--- config.mk ---
export PLATFORM = sky130hd
export DESIGN_NAME = fica_iter_scheduler
export DESIGN_NICKNAME = d
export VERILOG_FILES = /design/src/rtl/fica_pkg.sv /design/src/rtl/fica_stage_timer.sv /design/src/rtl/fica_iter_scheduler.sv
export SDC_FILE = /design/constraint.sdc
export NUM_CORES = 1
export LEC_CHECK = 0
export CORE_MARGIN = 3
export CORE_UTILIZATION = 30
export DETAILED_ROUTE_END_ITERATION = 8
export SKIP_CTS_REPAIR_TIMING = 1
export SYNTH_ARGS = -nofsm -noshare
export SYNTH_HDL_FRONTEND = slang
export SYNTH_HIERARCHICAL = 1
export SYNTH_SLANG_ARGS = --single-unit
--- constraint.sdc ---
create_clock -name clk_iter -period 7.1 [get_ports clk_iter]
set_clock_uncertainty 0.05 [all_clocks]
set_input_delay 1.42 -clock clk_iter [delete_from_list [all_inputs] [get_ports clk_iter]]
set_output_delay 1.42 -clock clk_iter [all_outputs]
set_load 0.02 [all_outputs]
--- src/rtl/fica_pkg.sv ---
// Shared constants for the FastICA iteration scheduler: state encoding and default widths.
package fica_pkg;

    localparam int unsigned FICA_DW  = 16;
    localparam int unsigned FICA_ITW = 7;
    localparam int unsigned STATE_W  = 3;

    localparam logic [STATE_W-1:0] ST_IDLE      = 3'd0;
    localparam logic [STATE_W-1:0] ST_UPDATE    = 3'd1;
    localparam logic [STATE_W-1:0] ST_SYMM_ARM  = 3'd2;
    localparam logic [STATE_W-1:0] ST_SYMM_WAIT = 3'd3;
    localparam logic [STATE_W-1:0] ST_CONV      = 3'd4;
    localparam logic [STATE_W-1:0] ST_DONE      = 3'd5;

endpackage

--- src/rtl/fica_stage_timer.sv ---
// Loadable down-counter with a terminal flag; times the UPDATE stage and the
// optional SYMM_WAIT timeout.
module fica_stage_timer #(
    parameter int unsigned W = 6
) (
    input  logic         clk,
    input  logic         rst_n,
    input  logic         load,
    input  logic [W-1:0] load_val,
    input  logic         dec,
    output logic         tc_c
);

    logic [W-1:0] cnt_q;

    // Load has priority; decrement saturates at zero.
    always_ff @(posedge clk or negedge rst_n) begin
        if (!rst_n) begin
            cnt_q <= '0;
        end else if (load) begin
            cnt_q <= load_val;
        end else if (dec && (cnt_q != '0)) begin
            cnt_q <= cnt_q - W'(1);
        end
    end

    assign tc_c = (cnt_q == '0);

endmodule

--- src/rtl/fica_iter_scheduler.sv ---
// FastICA iteration sequencer: UPDATE -> SYMM_ARM -> SYMM_WAIT -> CONV per iteration,
// ending on convergence, MAX_ITER, or abort.
// Optional macro ICA_SYMM_TIMEOUT_EN bounds SYMM_WAIT to SYMM_TMO cycles and raises fault.
module fica_iter_scheduler
    import fica_pkg::*;
#(
    parameter int unsigned DW         = FICA_DW,
    parameter int unsigned MAX_ITER   = 64,
    parameter int unsigned ITW        = FICA_ITW,
    parameter int unsigned UPD_CYCLES = 4,
    parameter int unsigned SYMM_TMO   = 32
) (
    input  logic          clk_iter,
    input  logic          go_iter,
    input  logic          start,
    input  logic          abort,
    input  logic [DW-1:0] tol,
    input  logic          conv_valid,
    input  logic [DW-1:0] conv_delta,
    input  logic          symm_busy,
    output logic          en_upd,
    output logic          go_symm,
    output logic          en_conv,
    output logic [ITW-1:0] iter_cnt,
    output logic          ica_busy,
    output logic          ica_done,
    output logic          converged,
    output logic          fault
);

    localparam int unsigned TMR_MAX = (UPD_CYCLES > SYMM_TMO) ? UPD_CYCLES : SYMM_TMO;
    localparam int unsigned TMR_W   = $clog2(TMR_MAX + 1);
    localparam logic [TMR_W-1:0] UPD_LOAD = TMR_W'(UPD_CYCLES - 1);
`ifdef ICA_SYMM_TIMEOUT_EN
    localparam logic [TMR_W-1:0] TMO_LOAD = TMR_W'(SYMM_TMO - 1);
`endif

    logic [STATE_W-1:0] state_q, state_d;
    logic [ITW-1:0]     iter_q, iter_d;
    logic [DW-1:0]      tol_q, tol_d;
    logic               conv_q, conv_d;
    logic               fault_q, fault_d;
    logic               seen_q, seen_d;
    logic               tmr_load, tmr_dec, tmr_tc_c;
    logic [TMR_W-1:0]   tmr_val;
    logic [ITW-1:0]     iter_inc;

    assign iter_inc = iter_q + ITW'(1);

    // Shared stage timer: UPDATE length, and SYMM_WAIT timeout when enabled.
    fica_stage_timer #(
        .W (TMR_W)
    ) u_timer (
        .clk      (clk_iter),
        .rst_n    (go_iter),
        .load     (tmr_load),
        .load_val (tmr_val),
        .dec      (tmr_dec),
        .tc_c     (tmr_tc_c)
    );

    // State and run-context registers.
    always_ff @(posedge clk_iter or negedge go_iter) begin
        if (!go_iter) begin
            state_q <= ST_IDLE;
            iter_q  <= '0;
            tol_q   <= '0;
            conv_q  <= 1'b0;
            fault_q <= 1'b0;
            seen_q  <= 1'b0;
        end else begin
            state_q <= state_d;
            iter_q  <= iter_d;
            tol_q   <= tol_d;
            conv_q  <= conv_d;
            fault_q <= fault_d;
            seen_q  <= seen_d;
        end
    end

    // Next-state and register-update logic; abort overrides everything, including start.
    always_comb begin
        state_d  = state_q;
        iter_d   = iter_q;
        tol_d    = tol_q;
        conv_d   = conv_q;
        fault_d  = fault_q;
        seen_d   = seen_q;
        tmr_load = 1'b0;
        tmr_val  = UPD_LOAD;
        tmr_dec  = 1'b0;

        if (abort) begin
            state_d = ST_IDLE;
            iter_d  = '0;
            conv_d  = 1'b0;
            fault_d = 1'b0;
            seen_d  = 1'b0;
        end else begin
            case (state_q)
                ST_IDLE, ST_DONE: begin
                    if (start) begin
                        state_d  = ST_UPDATE;
                        tol_d    = tol;
                        iter_d   = '0;
                        conv_d   = 1'b0;
                        fault_d  = 1'b0;
                        tmr_load = 1'b1;
                    end
                end
                ST_UPDATE: begin
                    if (tmr_tc_c) begin
                        state_d = ST_SYMM_ARM;
                    end else begin
                        tmr_dec = 1'b1;
                    end
                end
                ST_SYMM_ARM: begin
                    state_d = ST_SYMM_WAIT;
                    seen_d  = 1'b0;
`ifdef ICA_SYMM_TIMEOUT_EN
                    tmr_load = 1'b1;
                    tmr_val  = TMO_LOAD;
`endif
                end
                ST_SYMM_WAIT: begin
                    if (symm_busy) begin
                        seen_d = 1'b1;
                    end
                    if (seen_q && !symm_busy) begin
                        state_d = ST_CONV;
`ifdef ICA_SYMM_TIMEOUT_EN
                    end else if (tmr_tc_c) begin
                        state_d = ST_DONE;
                        fault_d = 1'b1;
                        conv_d  = 1'b0;
                    end else begin
                        tmr_dec = 1'b1;
`endif
                    end
                end
                ST_CONV: begin
                    if (conv_valid) begin
                        iter_d = iter_inc;
                        if (conv_delta < tol_q) begin
                            state_d = ST_DONE;
                            conv_d  = 1'b1;
                        end else if (iter_inc == ITW'(MAX_ITER)) begin
                            state_d = ST_DONE;
                            conv_d  = 1'b0;
                        end else begin
                            state_d  = ST_UPDATE;
                            tmr_load = 1'b1;
                        end
                    end
                end
                default: begin
                    state_d = ST_IDLE;
                end
            endcase
        end
    end

    // Stage enables decoded from state; go_symm low holds the symm controller in reset.
    assign en_upd    = (state_q == ST_UPDATE);
    assign go_symm   = (state_q == ST_SYMM_WAIT) || (state_q == ST_CONV);
    assign en_conv   = (state_q == ST_CONV);
    assign ica_busy  = (state_q != ST_IDLE) && (state_q != ST_DONE);
    assign ica_done  = (state_q == ST_DONE);
    assign iter_cnt  = iter_q;
    assign converged = conv_q;
`ifdef ICA_SYMM_TIMEOUT_EN
    assign fault     = fault_q;
`else
    assign fault     = 1'b0;
`endif

endmodule

### Word-level counts from Yosys, hierarchy flattened

Cells that the tools add are included.
Widths: inputs -> output; s select.

* $add $sub $neg: 2
* $mul: 0
* div/mod/pow operators: 0
* magnitude comparators: 1
* equal/unequal tests: 13
* shift operators: 0
* mux-type cells: 32
* bitwise logic cells: 1
* reductions and logical operators: 18

Operators with widths (number)
* $mux 3: 7
* $mux 7: 3
* $lt 16x16->1: 1
* $mux 1: 15
* $ne 3x3->1 const B: 5
* $pmux 3 s5: 1
* $pmux 7 s2: 1
* $mux 6: 2
* $reduce_bool 3->1: 3
* $reduce_and 4->1: 2
* $add 7x1->7 const B: 1
* $eq 7x7->1 const B: 1
* $eq 3x2->1 const B: 2
* $eq 3x3->1 const B: 2
* $logic_not 6->1: 1
* $pmux 1 s2: 3
* $reduce_and 3->1: 2
* $reduce_bool 6->1: 1
* $sub 6x1->6 const B: 1
* $ne 4x2->1 const B: 1
* $eq 3x1->1 const B: 1
* $logic_and 1x1->1: 3
* $logic_not 3->1: 1
* $ne 3x2->1 const B: 1
* other kinds (6): 6

* bits in registers: 34
* latch bits: 0
* memory bits (writable): 0
* memory bits (read-only): 0
* bits of input ports: 38
* output and inout port bits: 14
* logic and storage cells: 73
* memories: 0

### Longest topological paths before layout

* depth in word-level cells: 8
* depth in mapped cells: 11
* mapped depth without buffers: 10

### Cells and area by module

The synthesis kept the hierarchy.

Modules (own cells, without submodules)
* fica_iter_scheduler: times used 1, cells each 188, area an instance 1767.9 um^2, seq. area each 700.7 um^2
* fica_stage_timer: times used 1, cells each 44, area an instance 395.4 um^2, seq. area each 150.1 um^2

### Worst setup path after synthesis

Ideal clock, no wire load.

* path kind: input to register
* from: input port conv_delta[13]
* to: register u_timer.cnt_q[3]
* library setup time: 0.087 ns
* data arrival time: 3.588 ns
* required time: 6.963 ns
* path slack: 3.375 ns
* cell stages on the path: 9
* path buffers: 1
* path through: ha_1 a21o_1 a21o_1 a2111oi_0 o21ai_0 a41o_1 buf_1 or4_1 o211ai_1

* longest elaborated chain between the ends: 6
* elaborated cells between the ends (all ways): 7
* those cells by class: order compare (1); mux (5); reduce/logical (1)

RTL lines
* from (decl): line fica_iter_scheduler.sv:19 `input logic [DW-1:0] conv_delta,`
* $lt 16x16->1 (*): line fica_iter_scheduler.sv:145 `if (conv_delta < tol_q) begin`
* $mux 1 (*): line fica_iter_scheduler.sv:145
* $mux 1 (*): line fica_iter_scheduler.sv:143 `if (conv_valid) begin`
* $pmux 1 s2 (*): line fica_iter_scheduler.sv:100 `case (state_q)`
* $mux 1 (*): line fica_iter_scheduler.sv:93 `if (abort) begin`
* net tmr_load: line fica_iter_scheduler.sv:44 `logic tmr_load, tmr_dec, tmr_tc_c;`
* $mux 6 / $reduce_bool 2->1 (equally long branches)
* to (signal assigned): line fica_stage_timer.sv:21 `cnt_q <= load_val;`
* to (signal assigned): line fica_stage_timer.sv:23 `cnt_q <= cnt_q - W'(1);`
* to (decl): line fica_stage_timer.sv:14 `logic [W-1:0] cnt_q;`

The timed path passes the listed nets; every way through them passes the cells marked *.
A chain may end at the register's enable or synchronous reset.

### Worst setup path in the final report

Ends and elaborated chain as after synthesis.

==> out/metrics.yaml <==
timing:
  slew_viol_final: 0
  timing.setup.tns_ns: 0
  rsz0062_at_grt: "no"
  final_hold_viol_count: 0
  period_needed_ns: 4.055
  finalHoldWorstSlack_ns: 0.4515
  final-setup-viol-count: 0
  max_freq_mhz: 246.6
  tightestPinTransition_ns: 0.9385
  final_min_period_over_clock_period_pct: 57.11
  slew_headroom_pct: 36.86
  fin_ws_ns: 3.045
worst_setup_path:
  critical-path-slowest-cell: "sky130_fd_sc_hd__or4_1"
  arrival_ns: 4.21
  criticalPathCategory: "primary input to flop"
  critPathMostFrequentCell: "sky130_fd_sc_hd__a21o_1"
  cp.required_ns: 7.26
  crit_path_max_fanout: 9
  worstSetupStartpointType: "primary input"
  cpPeakStageDelay_ns: 0.54
  worst_path_cell_chain: "clkdlybuf4s50_1 -> ha_1 -> a21o_1 -> a21o_1 -> a2111oi_0 -> o21ai_0 -> a41o_1 -> or4_1 -> o211ai_1"
  end_kind: "flop"
route:
  dr_total_vias: 1846
  viasPerCell: 4.820
  first_iter_violations: 91
  wl_per_cell_um: 12.59
  wirelength_mm: 4.823
  drcViolationCount: 0
  antenna_left: 0
  detail_route.first_pass.iterations: 4
min_path:
  hold_class: "flop to flop"
pwr:
  pwr_dens_nw_per_um2: 191.1
  p_int_mw: 0.3815
  share_clk_of_total_power_pct: 27.3
  peakVddDrop_v: 0.00005906
  share_seq_of_total_power_pct: 44.9
  power.switching_fraction_pct: 30.06
  combPwrFrac_pct: 27.8
  power.net_switching_mw: 0.1640
  power.static_leakage_nw: 1.228
status:
  run_status: "finished clean"
synth:
  synth_enable_flop_cells: 0
  syn_area_per_cell_um2: 9.325
  syn_inst: 232
  synth_flop_type: "sky130_fd_sc_hd__dfrtp_1"
  syn-cell-area_um2: 2163
  asyncSetResetFlopFracSynth_pct: 100.0
  ys.warnings.count: 6
  seq_area_frac_synth_pct: 39.33
  netlist-cell-type-count: 43
  ys_ff_latch: 34
clocking:
  clock_sink_count: 34
  clock_latency_ns: 0.28
  clkTransAtPathRegs_ns: 0.07
  htree_levels: 2
  cts_inserted_buffers: 5
  cts_tree: "built"
  clockBufferDepth: 2
  root_buffer: "sky130_fd_sc_hd__clkbuf_8"
grt:
  global_route.overflow_total: 0
  grt_pass1_vias: 1866
  grt_start_max_net_pins: 35
  grt_pass1_wl_mm: 8.818
  number_of_antenna_violations_at_the_first_check_in_global_routing: 0
  grt_use_total_pct: 12.75
floorplanning:
  area_of_the_core_um2: 6907
  die_height_um: 90.92
  initial_core_util_pct: 31.32
  floorplan.die.width_um: 90.92
  fp.dieArea_um2: 8266
  placementRows: 30
  ioPinCount: 52
placed_design:
  io_buffer_count: 50
  hpwl_mm: 3.588
  place_worst_setup_slack_ns: 2.728
  place.gp.congestion: 0.8398
layout:
  drive_above_1_share_pct: 10.10
  area.growth.synth_to_final_pct: 31.98
  diodes: 0
  number_of_nets_in_the_layout: 342
flow_run:
  cap_viol_max_count: 0
-- metrics by stage --
stage / cells / cell area, um^2 / total power [mW] / utilization, %
3_3_place_gp: 375 / 2764 / 0.3975 / 40.02
2_1_floorplan: 237 / 2182 / 0.3483 / -
4_1_cts: 383 / 2855 / 0.5566 / 41.34
6_report: 383 / 2855 / 0.5455 / 41.34
5_1_grt: 383 / 2855 / 0.5916 / 41.34
3_5_place_dp: 375 / 2764 / 0.4015 / 40.02
-- state kept, by name, indices dropped and copies added (netlist names) --
name / cells
converged: 1
iter_cnt: 7
seen_q: 1
state_q: 3
tol_q: 16
u_timer/cnt_q: 6
-- synth_stat cells (all sizes together), types with 2 or more instances --
cell / number / area share (%)
o21ai: 12 / 2.8
dfrtp: 34 / 39
a2111oi: 2 / 0.81
a21oi: 15 / 3.5
and3: 2 / 0.58
o31ai: 5 / 1.7
o2111ai: 2 / 0.81
nor3b: 3 / 1.6
nor2: 19 / 3.3
or3b: 3 / 1.2
nand2b: 4 / 1.2
a31oi: 3 / 0.87
o211ai: 3 / 1.0
ha: 18 / 10
nand3: 8 / 1.9
clkbuf: 5 / 0.87
mux2: 18 / 9.4
nand2: 16 / 2.8
inv: 22 / 3.8
conb: 2 / 0.35
or3: 3 / 1.1
nor3: 6 / 1.4
or4: 3 / 1.0
buf: 4 / 1.3
nand4: 2 / 0.58
a211oi: 3 / 1.0
nor2b: 2 / 0.58
a21o: 4 / 1.4
-- worst max-delay path: cells and delay by family --
kind                     cells  cell delay, ns
AND/OR/NAND/NOR              1            0.54
buffers and inverters        1            0.40
adder cells (fa/ha/maj)      1            0.31
AO/OA/AOI/OAI                6            1.54
-- power by group through the flow --
stage | Sequential (mW) | Clock [mW] | Combinational [mW]
2_1_floorplan | 0.241 | 0 | 0.107
3_3_place_gp | 0.247 | 0 | 0.150
3_5_place_dp | 0.248 | 0 | 0.153
4_1_cts | 0.245 | 0.158 | 0.154
5_1_grt | 0.250 | 0.164 | 0.177
6_report | 0.245 | 0.149 | 0.152
-- kinds of logic after synthesis --
| logic type | synth area share [%] |
|---|---|
| AND/OR/NAND/NOR | 17.41 |
| multiplexers | 9.369 |
| AO/OA/AOI/OAI | 17.18 |
| flip-flops | 39.33 |
| adder cells (fa/ha/maj) | 10.41 |
| other | 0.3472 |
| buffers and inverters | 5.957 |
-- area by class of cell --
type / instances / area (um^2)
fillers: 707 / 4051
multi-input cells: 172 / 1202
repair buffers: 51 / 508.0
flip-flops and latches: 34 / 850.8
well taps: 96 / 120.1
clock inverters: 1 / 5.005
clock buffers: 7 / 86.33
inverters: 22 / 82.58
-- worst paths after layout --
path                                  start                to  slack, ns  cells after the start
max                          conv_delta[13]  u_timer/cnt_q[3]       3.05                      9
max reg2reg                u_timer/cnt_q[0]  u_timer/cnt_q[5]       4.13                      8
min in group asynchronous           go_iter          tol_q[7]       1.50                      2
max in group asynchronous           go_iter       iter_cnt[3]       5.19                      2
min                                tol_q[0]          tol_q[0]       0.45                      1
min reg2reg                        tol_q[0]          tol_q[0]       0.45                      1
-- cells in the final DEF, fill, tap and decap left out, types with 6 or more instances in the layout --
| cell | Yosys | routed |
|---|---|---|
| sky130_fd_sc_hd__a21oi_1 | 15 | 15 |
| sky130_fd_sc_hd__clkbuf_8 | 0 | 6 |
| sky130_fd_sc_hd__clkdlybuf4s50_1 | 0 | 50 |
| sky130_fd_sc_hd__conb_1 | 2 | 7 |
| sky130_fd_sc_hd__dfrtp_1 | 34 | 34 |
| sky130_fd_sc_hd__ha_1 | 18 | 18 |
| sky130_fd_sc_hd__inv_1 | 22 | 22 |
| sky130_fd_sc_hd__mux2_2 | 18 | 18 |
| sky130_fd_sc_hd__nand2_1 | 16 | 16 |
| sky130_fd_sc_hd__nand3_1 | 8 | 8 |
| sky130_fd_sc_hd__nor2_1 | 19 | 19 |
| sky130_fd_sc_hd__nor3_1 | 6 | 6 |
| sky130_fd_sc_hd__o21ai_0 | 12 | 12 |
-- metal layers --
layer / global-route usage [%] / wire length (um) / vias to the layer above
met4: 3.769 / 63 / 0
met5: 0 / 0 / -
met3: 4.000 / 257 / 6
met2: 20.85 / 2273 / 35
li1: - / - / 932
met1: 16.06 / 2228 / 873
Power figures use the tool's default switching activity.
